==> config.mk <==
export PLATFORM = sky130hd
export DESIGN_NAME = tone_packetizer
export DESIGN_NICKNAME = d
export VERILOG_FILES = /design/src/rtl/tone_packetizer_pkg.sv /design/src/rtl/tone_packetizer_skid.sv /design/src/rtl/tone_packetizer.sv
export SDC_FILE = /design/constraint.sdc
export NUM_CORES = 1
export LEC_CHECK = 0
export ABC_AREA = 1
export CORE_MARGIN = 1.5
export CORE_UTILIZATION = 60
export CTS_CLUSTER_DIAMETER = 30
export DETAILED_ROUTE_END_ITERATION = 8
export DONT_BUFFER_PORTS = 1
export GPL_ROUTABILITY_DRIVEN = 0
export GPL_TIMING_DRIVEN = 0
export PLACE_DENSITY = 0.73
export SLEW_MARGIN = 10
export SYNTH_ARGS = -nofsm -noshare
export SYNTH_HDL_FRONTEND = slang
export SYNTH_SLANG_ARGS = --single-unit
==> constraint.sdc <==
create_clock -name clk -period 4.2 [get_ports clk]
set_clock_uncertainty 0.2 [all_clocks]
set_input_delay 0.42 -clock clk [delete_from_list [all_inputs] [get_ports clk]]
set_output_delay 0.42 -clock clk [all_outputs]
set_load 0.05 [all_outputs]
==> src/rtl/tone_packetizer_pkg.sv <==
// Shared definitions for the tone packetizer: FSM states, default settings
// addresses, control bit positions and the default packet length.
package tone_packetizer_pkg;

  typedef enum logic [1:0] {
    IDLE     = 2'd0,
    RUN      = 2'd1,
    STOPPING = 2'd2
  } state_t;

  localparam int unsigned SR_SPP_ADDR   = 131;
  localparam int unsigned SR_BURST_ADDR = 132;
  localparam int unsigned SR_CTRL_ADDR  = 133;

  localparam int unsigned CTRL_START_BIT = 0;
  localparam int unsigned CTRL_STOP_BIT  = 1;

  localparam int unsigned DEFAULT_SPP = 16;

endpackage

==> src/rtl/tone_packetizer_skid.sv <==
// Two-entry AXI-stream skid buffer. The ready seen upstream comes straight
// from a flop (skid slot empty), so the upstream path is cut; the output
// register gives one cycle of latency at full throughput.
module axis_skid_buffer #(
  parameter int unsigned WIDTH = 33
) (
  input  logic             clk,
  input  logic             reset_n,
  input  logic             clear,
  input  logic [WIDTH-1:0] in_data,
  input  logic             in_valid,
  output logic             in_ready,
  output logic [WIDTH-1:0] out_data,
  output logic             out_valid,
  input  logic             out_ready
);

  logic [WIDTH-1:0] out_data_r;
  logic [WIDTH-1:0] skid_data_r;
  logic             out_valid_r;
  logic             skid_valid_r;
  logic             in_fire_s;

  assign in_ready  = ~skid_valid_r;
  assign in_fire_s = in_valid & ~skid_valid_r;
  assign out_data  = out_data_r;
  assign out_valid = out_valid_r;

  // Move data through the output register, parking one word in the skid slot on a stall.
  always_ff @(posedge clk or negedge reset_n) begin
    if (!reset_n) begin
      out_data_r   <= '0;
      skid_data_r  <= '0;
      out_valid_r  <= 1'b0;
      skid_valid_r <= 1'b0;
    end else if (clear) begin
      out_data_r   <= '0;
      skid_data_r  <= '0;
      out_valid_r  <= 1'b0;
      skid_valid_r <= 1'b0;
    end else if (!out_valid_r || out_ready) begin
      if (skid_valid_r) begin
        out_data_r   <= skid_data_r;
        out_valid_r  <= 1'b1;
        skid_valid_r <= 1'b0;
      end else if (in_fire_s) begin
        out_data_r  <= in_data;
        out_valid_r <= 1'b1;
      end else begin
        out_valid_r <= 1'b0;
      end
    end else if (in_fire_s) begin
      skid_data_r  <= in_data;
      skid_valid_r <= 1'b1;
    end
  end

endmodule

==> src/rtl/tone_packetizer.sv <==
// Frames the continuous IQ sample stream into packets of a programmable
// length, with continuous or fixed-burst operation under settings-bus control.
module tone_packetizer
  import tone_packetizer_pkg::*;
#(
  parameter int unsigned WIDTH    = 32,
  parameter int unsigned SR_SPP   = SR_SPP_ADDR,
  parameter int unsigned SR_BURST = SR_BURST_ADDR,
  parameter int unsigned SR_CTRL  = SR_CTRL_ADDR,
  parameter int unsigned SPP_W    = 16
) (
  input  logic             clk,
  input  logic             reset_n,
  input  logic             clear,
  input  logic             set_stb,
  input  logic [7:0]       set_addr,
  input  logic [31:0]      set_data,
  input  logic [WIDTH-1:0] i_tdata,
  input  logic             i_tlast,
  input  logic             i_tvalid,
  output logic             i_tready,
  output logic [WIDTH-1:0] o_tdata,
  output logic             o_tlast,
  output logic             o_tvalid,
  input  logic             o_tready,
  output logic             burst_done,
  output logic [31:0]      pkt_count
);

  state_t           state_r;
  state_t           state_next_s;
  logic             enter_run_s;

  logic [SPP_W-1:0] spp_r;
  logic [SPP_W-1:0] spp_latched_r;
  logic [SPP_W-1:0] sample_cnt_r;
  logic [SPP_W-1:0] spp_eff_s;
  logic [SPP_W-1:0] spp_wr_val_s;
  logic [31:0]      burst_len_r;
  logic [31:0]      burst_cnt_r;
  logic [31:0]      pkt_count_r;
  logic             burst_done_r;

  logic             spp_wr_s;
  logic             burst_wr_s;
  logic             ctrl_wr_s;
  logic             start_s;
  logic             stop_s;
  logic             in_fire_s;
  logic             tag_last_s;
  logic             pkt_end_s;
  logic             burst_final_s;

  logic             skid_in_ready_s;
  logic [WIDTH:0]   skid_out_data_s;
  logic             skid_out_valid_s;

  // The incoming tlast is meaningless here; packet boundaries are regenerated.
  logic             unused_s;
  assign unused_s = i_tlast;

  // Settings decode; a start together with a stop is treated as a stop.
  assign spp_wr_s   = set_stb && (set_addr == 8'(SR_SPP));
  assign burst_wr_s = set_stb && (set_addr == 8'(SR_BURST));
  assign ctrl_wr_s  = set_stb && (set_addr == 8'(SR_CTRL));
  assign stop_s     = ctrl_wr_s && set_data[CTRL_STOP_BIT];
  assign start_s    = ctrl_wr_s && set_data[CTRL_START_BIT] && !set_data[CTRL_STOP_BIT];

  // A zero packet length is meaningless, so it is stored as one.
  assign spp_wr_val_s = (set_data[SPP_W-1:0] == '0) ? SPP_W'(1) : set_data[SPP_W-1:0];

  // Upstream is stalled in IDLE; otherwise ready follows the skid slot.
  assign i_tready  = skid_in_ready_s && (state_r != IDLE);
  assign in_fire_s = i_tvalid && i_tready;

  // The first sample of a packet picks up the current SPP; later samples use the latched copy.
  assign spp_eff_s     = (sample_cnt_r == '0) ? spp_r : spp_latched_r;
  assign tag_last_s    = ((sample_cnt_r + SPP_W'(1)) == spp_eff_s);
  assign pkt_end_s     = in_fire_s && tag_last_s;
  assign burst_final_s = pkt_end_s && (burst_len_r != 32'd0) &&
                         ((burst_cnt_r + 32'd1) == burst_len_r);

  // Configuration registers; they survive a soft clear.
  always_ff @(posedge clk or negedge reset_n) begin
    if (!reset_n) begin
      spp_r       <= SPP_W'(DEFAULT_SPP);
      burst_len_r <= 32'd0;
    end else begin
      if (spp_wr_s) begin
        spp_r <= spp_wr_val_s;
      end
      if (burst_wr_s) begin
        burst_len_r <= set_data;
      end
    end
  end

  // FSM state register.
  always_ff @(posedge clk or negedge reset_n) begin
    if (!reset_n) begin
      state_r <= IDLE;
    end else if (clear) begin
      state_r <= IDLE;
    end else begin
      state_r <= state_next_s;
    end
  end

  // FSM next state: a stop lands in IDLE directly whenever no packet is left open.
  always_comb begin
    state_next_s = state_r;
    enter_run_s  = 1'b0;
    case (state_r)
      IDLE: begin
        if (start_s) begin
          state_next_s = RUN;
          enter_run_s  = 1'b1;
        end else begin
          state_next_s = IDLE;
        end
      end
      RUN: begin
        if (burst_final_s) begin
          state_next_s = IDLE;
        end else if (stop_s) begin
          if (pkt_end_s || ((sample_cnt_r == '0) && !in_fire_s)) begin
            state_next_s = IDLE;
          end else begin
            state_next_s = STOPPING;
          end
        end else begin
          state_next_s = RUN;
        end
      end
      STOPPING: begin
        if (pkt_end_s) begin
          state_next_s = IDLE;
        end else begin
          state_next_s = STOPPING;
        end
      end
      default: begin
        state_next_s = IDLE;
      end
    endcase
  end

  // Sample, burst counters and the SPP latch; burst_done fires the cycle after the final handshake.
  always_ff @(posedge clk or negedge reset_n) begin
    if (!reset_n) begin
      sample_cnt_r  <= '0;
      spp_latched_r <= SPP_W'(DEFAULT_SPP);
      burst_cnt_r   <= 32'd0;
      burst_done_r  <= 1'b0;
    end else if (clear) begin
      sample_cnt_r <= '0;
      burst_cnt_r  <= 32'd0;
      burst_done_r <= 1'b0;
    end else begin
      burst_done_r <= burst_final_s;
      if (enter_run_s) begin
        sample_cnt_r  <= '0;
        burst_cnt_r   <= 32'd0;
        spp_latched_r <= spp_r;
      end else if (in_fire_s) begin
        if (sample_cnt_r == '0) begin
          spp_latched_r <= spp_r;
        end
        if (tag_last_s) begin
          sample_cnt_r <= '0;
          burst_cnt_r  <= burst_cnt_r + 32'd1;
        end else begin
          sample_cnt_r <= sample_cnt_r + SPP_W'(1);
        end
      end
    end
  end

  // Packets that actually left the block, counted at the output tlast handshake.
  always_ff @(posedge clk or negedge reset_n) begin
    if (!reset_n) begin
      pkt_count_r <= 32'd0;
    end else if (clear || enter_run_s) begin
      pkt_count_r <= 32'd0;
    end else if (o_tvalid && o_tready && o_tlast) begin
      pkt_count_r <= pkt_count_r + 32'd1;
    end
  end

  axis_skid_buffer #(
    .WIDTH(WIDTH + 1)
  ) u_skid (
    .clk      (clk),
    .reset_n  (reset_n),
    .clear    (clear),
    .in_data  ({tag_last_s, i_tdata}),
    .in_valid (in_fire_s),
    .in_ready (skid_in_ready_s),
    .out_data (skid_out_data_s),
    .out_valid(skid_out_valid_s),
    .out_ready(o_tready)
  );

  assign o_tdata    = skid_out_data_s[WIDTH-1:0];
  assign o_tlast    = skid_out_data_s[WIDTH];
  assign o_tvalid   = skid_out_valid_s;
  assign burst_done = burst_done_r;
  assign pkt_count  = pkt_count_r;

endmodule
==> metrics.yaml <==
synth_cell_type_count: 53
synth_flop_cell: "dfrtp_1"
maxSlewHeadroom: 0.2719
worstMarginPinSlew_ns: 1.082
timing.fmax_ghz: 0.2946
grt_overflow: 0
fin_crit_sh: 0.8083
firstDrtPassIters: 6
regArea_um2: 5383
synth_top_area_frac: 0.4277
synth.yosys.seq_area_share: 0.4319
met2_usage: 0.6035
drive_gt1_frac: 0.08360
drv_slew: 0
areaGrowthSynthToFinish_pct: 21.91
synth_edf_count: 0
fin_nets: 1945
via_count: 12730
clk_latency_ns: 0.54
place_area_um2: 12800
via_per_inst: 5.853
synth_area_um2: 12460
multi_input_area_um2: 6043
cts_root_buffer: "clkbuf_16"
gr-usage-met1: 0.4515
worstSetupPathType: "reg -> reg"
min_period_ns: 3.395
cp-start-kind: "flip-flop"
row_count: 52
status: "finished, violations left"
port_buffers: 0
crit_fanout: 10
cp.required_ns: 4.45
die_w_um: 147.1
startpoint: "u_skid.skid_valid_r"
design_area_um2: 15190
avgSynthCellArea_um2: 7.142
peakVddDrop_v: 0.0003666
rr_worst_depth: 8
synthTopCellsByArea: "dfrtp_1 43%, nand2_1 15%, o21ai_0 6.7%"
p_switching_mw: 1.647
antenna_found_initial: 2
cts_hold_buffers: 67
dp_hpwl_um: 26130
p_int_mw: 5.039
path_clk_slew_ns: 0.05
post_cts_buffers: 0
wl_per_cell_um: 17.74
syn_inst: 1745
core-area_um2: 20300
hp-class: "in -> async"
drt_first_iter_violations: 1187
cp-endpoint: "u_skid.skid_data_r[13]"
rsz0062_at_grt: "false"
grt_util_all_layers: 0.3636
drc: 0
fin_total_pwr_mw: 6.685
clock-sinks: 215
fin_setup_tns_ns: 0
cp-end-kind: "flip-flop"
cts_tree: "yes"
p_clk_frac: 0.592
cts_resized: 0
grt_pass1_vias: 12670
rr_endpoint: "u_skid.skid_data_r[13]"
postLayoutCoreUtil: 0.7485
violations: "negative hold slack"
power_density_nw_per_um2: 440.0
timing.rr.start: "u_skid.skid_valid_r"
combPwrFrac: 0.076
wirelength_um: 38590
ios: 147
grt_pass1_wl_um: 63010
grt_max_degree: 216
top_usage_layer: "met2"
ant_nets: 0
nFillCells: 1546
swShare: 0.2463
htreeDepth: 2
cts_buffer_depth: 3
grt_use_met3: 0.06615
initial_core_util: 0.6140
ys.warnings.count: 0
async_flop_share: 1.000
maxCapViolations: 0
setup_viol: 0
ff2ff_setup_slack_ns: 0.81
die-area_um2: 21650
worst_hold_slack_ns: -0.6191
ys_ff_latch: 215
numCtsBuffers: 48
power_frac_seq: 0.332
synth_top_cell_by_area: "dfrtp_1"
arrival_ns: 3.64
die_h_um: 147.1
syn-num-nets: 1828
leakagePower_nw: 7.095
hold_violations: 215
per-stage QoR:
step | setup WS, ns | cells
global placement | 1.009 | 2015
global route | 0.6043 | 2174
detailed placement | 0.9372 | 2015
CTS | 0.8794 | 2172
finish | 0.8052 | 2175
floorplan | 1.540 | 1745
flip-flops by register name (all words and copies together), names as in the netlist, 2 cells and up:
name / flops
burst_cnt_r: 32
burst_len_r: 32
pkt_count: 32
sample_cnt_r: 16
spp_latched_r: 16
spp_r: 16
state_r: 2
u_skid.out_data: 33
u_skid.skid_data_r: 33
cells in the mapped netlist (3+ instances only):
master and count:
nand2_1 506, dfrtp_1 213, inv_1 198, nor2_1 198, o21ai_0 168, nand3_1 148
a21oi_1 42, clkbuf_1 40, nand4_1 32, o21ai_2 21, o31ai_1 20, nor3_1 19
o22ai_1 17, nand3b_1 16, nor2_2 8, nor2_4 8, xor2_1 7, inv_2 6
a31oi_1 5, nand3_2 5, xnor2_1 5, buf_4 4, buf_6 4, ha_1 4
mux2_2 4, nor4_1 4, o21bai_1 4, nand2_2 3, o211ai_1 3
logic make-up (layout without fill, tap and decap cells):
group / Yosys count / count (layout) / synth area share
AND/OR/NAND/NOR: 961 / 961 / 0.3349
multiplexers: 4 / 4 / 0.003614
adder cells (fa/ha/maj): 4 / 4 / 0.004016
flip-flops: 215 / 215 / 0.4319
AO/OA/AOI/OAI: 288 / 288 / 0.1320
buffers and inverters: 260 / 417 / 0.08322
other: 0 / 3 / 0
XOR/XNOR: 13 / 13 / 0.01034
power groups by stage:
| stage | Clock [mW] | Sequential, mW | Combinational [mW] |
|---|---|---|---|
| after floorplan | 0 | 2.23 | 0.333 |
| after global placement | 0 | 2.25 | 0.427 |
| after detailed placement | 0 | 2.25 | 0.433 |
| after CTS | 3.96 | 2.22 | 0.494 |
| after global routing | 4.07 | 2.22 | 0.559 |
| final | 3.96 | 2.22 | 0.509 |
layer usage:
metal  routed length [um]  share of wire
met1                15070           0.39
met4                 2051          0.053
met3                 3119          0.081
met5                    0              0
met2                18360           0.48
worst min-delay path by stage:
| stage | slack, ns | endpoint | startpoint |
|---|---|---|---|
| 2_1_floorplan | -0.08 | burst_cnt_r[0] | reset_n |
| 3_3_place_gp | -0.07 | sample_cnt_r[6] | reset_n |
| 3_5_place_dp | -0.07 | sample_cnt_r[6] | reset_n |
| 4_1_cts | -0.64 | sample_cnt_r[6] | reset_n |
| 5_1_grt | -0.62 | sample_cnt_r[13] | reset_n |
| 6_report | -0.62 | spp_latched_r[10] | reset_n |
cells in the final DEF, fill, tap and decap left out, types with 5 or more instances in the layout:
cell type        n
dlygate4sd3_1   67
nand3_2          5
o31ai_1         20
nor3_1          19
inv_6            5
o21ai_0        168
inv_2            6
xnor2_1          5
bufinv_16        7
clkinvlp_4       7
inv_1          198
dfrtp_1        213
nand3b_1        16
a31oi_1          5
clkbuf_16       49
a21oi_1         42
clkbuf_8         9
xor2_1           7
nor2_1         198
nand3_1        148
nand4_1         32
clkinv_2         7
o22ai_1         17
nand2_1        506
o21ai_2         21
nor2_4           8
clkbuf_1        46
nor2_2           8
worst max-delay path, cell delays in order (launching register included):
cell and delay, ns:
dfrtp_1 0.46, nor2_1 0.85, nand2_1 0.27, inv_1 0.32
nand2_1 0.33, nand2_1 0.19, clkbuf_1 0.40, nand3_1 0.15
o21ai_0 0.12
area by class of cell:
cell class	instances	area share
diodes	3	0.0004941
multi-input cells	1270	0.3978
well taps	270	0.02224
inverters	207	0.05131
repair buffers	67	0.04414
plain buffers	53	0.01696
clock inverters	26	0.02248
flip-flops and latches	215	0.3543
clock buffers	64	0.09034
(Power assumes the default switching activity.)
